$ cat src/rtl/fp_mul_scheduler.sv
// fp_mul_scheduler: round-robin sharing of one FP multiplier core across NUM_REQ requesters, MUL_LAT-stage tagged pipeline
module fp_mul_scheduler #(
  parameter int NUM_REQ = 4,
  parameter int MUL_LAT = 2,
  parameter int ID_W = 2
) (
  input  logic                   clk,
  input  logic                   rst,
  input  logic [NUM_REQ-1:0]     req_valid,
  input  logic [32*NUM_REQ-1:0]  req_a,
  input  logic [32*NUM_REQ-1:0]  req_b,
  output logic [NUM_REQ-1:0]     req_ready,
  output logic                   rsp_valid,
  output logic [ID_W-1:0]        rsp_id,
  output logic [31:0]            rsp_result,
  input  logic                   rsp_ready,
  output logic                   busy
);
  logic [MUL_LAT-1:0] vld;
  logic [31:0] res_q [MUL_LAT];
  logic [ID_W-1:0] id_q [MUL_LAT];
  logic [ID_W-1:0] last_grant, gnt_id, idx;
  logic found, advance, issue;
  logic [31:0] op_a, op_b, product;
  logic [47:0] prod;
  logic [7:0] exp_sum;
  logic unused;
  assign advance = !rsp_valid || rsp_ready;
  always_comb begin
    found = 1'b0;
    gnt_id = '0;
    idx = '0;
    for (int k = 1; k <= NUM_REQ; k++) begin
      idx = ID_W'((int'(last_grant) + k) % NUM_REQ);
      if (!found && req_valid[idx]) begin
        found = 1'b1;
        gnt_id = idx;
      end
    end
  end
  assign req_ready = (found && advance && !rst) ? NUM_REQ'(1) << gnt_id : '0;
  assign issue = |req_ready;
  assign op_a = req_a[32*gnt_id +: 32];
  assign op_b = req_b[32*gnt_id +: 32];
  assign prod = 48'({1'b1, op_a[22:0]}) * 48'({1'b1, op_b[22:0]});
  assign exp_sum = op_a[30:23] + op_b[30:23] - 8'd127;
  assign product = {op_a[31] ^ op_b[31], prod[47] ? exp_sum + 8'd1 : exp_sum, prod[47] ? prod[46:24] : prod[45:23]};
  assign unused = ^prod[22:0];
  always_ff @(posedge clk) begin
    if (rst) begin
      vld <= '0;
      last_grant <= ID_W'(NUM_REQ - 1);
      for (int k = 0; k < MUL_LAT; k++) begin
        res_q[k] <= '0;
        id_q[k] <= '0;
      end
    end else if (advance) begin
      vld[0] <= issue;
      if (issue) begin
        res_q[0] <= product;
        id_q[0] <= gnt_id;
        last_grant <= gnt_id;
      end
      for (int k = 1; k < MUL_LAT; k++) begin
        vld[k] <= vld[k-1];
        if (vld[k-1]) begin
          res_q[k] <= res_q[k-1];
          id_q[k] <= id_q[k-1];
        end
      end
    end
  end
  assign rsp_valid = vld[MUL_LAT-1];
  assign rsp_id = id_q[MUL_LAT-1];
  assign rsp_result = res_q[MUL_LAT-1];
  assign busy = |vld;
endmodule

$ cat config.mk
export PLATFORM = sky130hd
export DESIGN_NAME = fp_mul_scheduler
export DESIGN_NICKNAME = d
export VERILOG_FILES = /design/src/rtl/fp_mul_scheduler.sv
export SDC_FILE = /design/constraint.sdc
export NUM_CORES = 2
export LEC_CHECK = 0
export CORE_ASPECT_RATIO = 2
export CORE_MARGIN = 1.5
export CORE_UTILIZATION = 50
export CTS_BUF_LIST = sky130_fd_sc_hd__clkbuf_8
export DETAILED_ROUTE_END_ITERATION = 8
export GPL_ROUTABILITY_DRIVEN = 0
export PLACE_DENSITY = 0.81
export SLEW_MARGIN = 20
export SYNTH_ARGS = -nofsm -noshare
export SYNTH_HDL_FRONTEND = slang
export SYNTH_SLANG_ARGS = --single-unit
$ cat constraint.sdc
create_clock -name clk -period 20.9 [get_ports clk]
set_clock_uncertainty 0.15 [all_clocks]
set_input_delay 4.18 -clock clk [delete_from_list [all_inputs] [get_ports clk]]
set_output_delay 4.18 -clock clk [all_outputs]
set_load 0.1 [all_outputs]
==> impl_metrics.env <==
export IMPL_critPathCaptureType="register"
export IMPL_vias_per_cell=5.725
export IMPL_firstDrtPassIters=7
export IMPL_cp_max_fo=40
export IMPL_ys_dominant_reg_cell="edfxtp_1"
export IMPL_placed_cell_area_sq_mm=0.02760
export IMPL_dp_slack_ns=5.329
export IMPL_synth_seq_area_share_pct=8.757
export IMPL_rsz0062_at_grt="false"
export IMPL_grt_max_degree=58
export IMPL_hpwl_um=61250
export IMPL_synth_area_leaders="fa_1, ha_1, inv_1"
export IMPL_syn_to_final_growth_pct=14.91
export IMPL_clk_pin_slew_ns=0.08
export IMPL_die_h_um=314.3
export IMPL_max_cap_viol_count=0
export IMPL_cts_resized=0
export IMPL_slowest_delay_ns=0.61
export IMPL_syn_avg_cell_area_sq_um=8.581
export IMPL_dp_cells=3621
export IMPL_portBuffers=302
export IMPL_start_util_pct=50.41
export IMPL_fp_dieW_um=158.7
export IMPL_ys_warn_count=0
export IMPL_cts_root_buf="clkbuf_8"
export IMPL_synth_cell_area_sq_mm=0.02423
export IMPL_finalCritPeriodShare_pct=69.95
export IMPL_drive_above_1_share_pct=3.801
export IMPL_status="finished clean"
export IMPL_cts_setup_buffers=0
export IMPL_antenna_found_initial=1
export IMPL_vias=20830
export IMPL_synth_cell_types=76
export IMPL_nFillCells=4043
export IMPL_num_rows=114
export IMPL_clkLatencyLatePin_ns=0.34
export IMPL_fin_cells=3639
export IMPL_synth_top_area_share_pct=39.82
export IMPL_grt_overflow=0
export IMPL_setup_violations_final=0
export IMPL_cts_tree="done"
export IMPL_hold_class="reg -> reg"
export IMPL_layout_min_cycle_time_ns=14.62
export IMPL_yosysTopAreaCell="fa_1"
export IMPL_async_flop_share_pct=0
export IMPL_worstPathRequired_ns=20.84
export IMPL_max_freq_ghz=0.06840
export IMPL_grtUsageTotal_pct=31.78
export IMPL_cts_sinks=72
export IMPL_postCtsHoldBufs=0
export IMPL_grt_pass1_vias=22300
export IMPL_yosys_register_bits=72
export IMPL_clk_path_buf_depth=2
export IMPL_synth_edf_count=68
export IMPL_cpMaxStageDelayCell="mux2i_2"
export IMPL_final_area_sq_mm=0.02785
export IMPL_synthesis_nets=3752
export IMPL_avgRoutedWirePerCell_um=21.11
export IMPL_rr_worst_depth=33
export IMPL_dieArea_sq_mm=0.04987
export IMPL_crit_path_start_kind="input pin"
export IMPL_cts_max_level=3
export IMPL_slew_violations=0
export IMPL_grt_first_pass_wirelength_um=118600
export IMPL_cts_made_buffers=9
export IMPL_setup_tns_final_ns=0
export IMPL_ant_nets=0
export IMPL_worstMarginPinSlew_ns=1.070
export IMPL_critPathArrivalTime_ns=14.56
export IMPL_ios=303
export IMPL_ff2ff_setup_slack_ns=10.28
export IMPL_drt_iter0_drc=2030
export IMPL_path_class="in -> reg"
export IMPL_hold_depth=1
export IMPL_setup_ws_ns=6.281
export IMPL_fin_nets=3922
export IMPL_syn_inst=2824
export IMPL_drc=0
export IMPL_wl_um=76830
export IMPL_max_slew_margin_pct=28.69
export IMPL_final_hold_viol_count=0
export IMPL_coreArea_sq_mm=0.04807
## state kept, by name (all words and copies together) (netlist names)
signal      flops
last_grant      2
vld             2
res_q          64
id_q            4
## through the flow
step	utilization [%]	hold slack [ns]
after detailed placement	57.41	0.3525
after global routing	57.92	0.3818
after CTS	57.88	0.3657
after floorplan	-	0.3467
after global placement	57.41	0.3505
final	57.93	0.3628
## final timing paths
kind                         startpoint                         end
max                        req_valid[1]  res_q[0][27]$_SDFFCE_PN0P_
min            id_q[0][1]$_SDFFCE_PN0P_    id_q[0][3]$_SDFFCE_PN0P_
max reg2reg  last_grant[0]$_SDFFE_PP1P_  res_q[0][27]$_SDFFCE_PN0P_
min reg2reg    id_q[0][1]$_SDFFCE_PN0P_    id_q[0][3]$_SDFFCE_PN0P_
## routing by layer
metal  vias up  share of wire, %  track usage [%]
met5         -                 0                0
met4         0               9.1            23.56
met3       393                12            8.879
met2      1473                47            51.02
met1      9997                32            35.68
li1       8969                 -                -
## critical path: cells and delay by family
| kind | cells | cell delay [ns] |
|---|---|---|
| compound gates | 9 | 1.81 |
| fa+ha+maj | 8 | 3.83 |
| buf+inv | 10 | 2.32 |
| mux | 3 | 0.90 |
| simple gates | 4 | 1.45 |
## cells in the final DEF (no fill, tap or decap), types with 13 or more instances in the layout
cell type	instances
a21o_1	36
a31oi_1	20
nand3_1	48
nor2_1	288
mux2i_1	94
nand4_1	16
and2_1	66
inv_1	600
nor3_1	13
clkdlybuf4s50_1	302
xnor2_1	21
ha_1	183
o21ai_1	13
edfxtp_1	68
mux2_2	18
a21oi_1	88
buf_4	32
o21ai_0	35
a211oi_1	25
fa_1	482
nand2_1	384
## layout make-up
class	count	area [sq um]	share of cell area, %
well taps	638	798.3	2.867
inverters	613	2303	8.272
flip-flops and latches	72	2122	7.621
clock buffers	9	123.9	0.4448
repair buffers	334	3263	11.72
diodes	2	5.005	0.01797
clock inverters	7	102.6	0.3685
multi-input cells	1964	19130	68.69
## cells in the mapped netlist, types with 36 or more instances
cell / number
a21oi_1: 89
buf_4: 37
fa_1: 482
clkbuf_1: 117
inv_1: 600
nand3_1: 49
a21o_1: 36
ha_1: 183
edfxtp_1: 68
nand2_1: 384
mux2i_1: 97
nor2_1: 288
o21ai_0: 40
and2_1: 66
## kinds of logic (layout without fill, tap and decap cells)
logic type      after synthesis  count (layout)  synth area share (%)
mux                         117             117                 4.998
buf+inv                     788             963                 12.84
fa+ha+maj                   665             665                 49.27
xor+xnor                     29              29                 1.048
flops                        72              72                 8.757
compound gates              292             292                 7.869
other cells                   0               2                     0
simple gates                861             861                 15.22
Power is left out: the tool's default activity adds up to more than one toggle a clock period on the data nets, which glitch-free logic cannot reach.
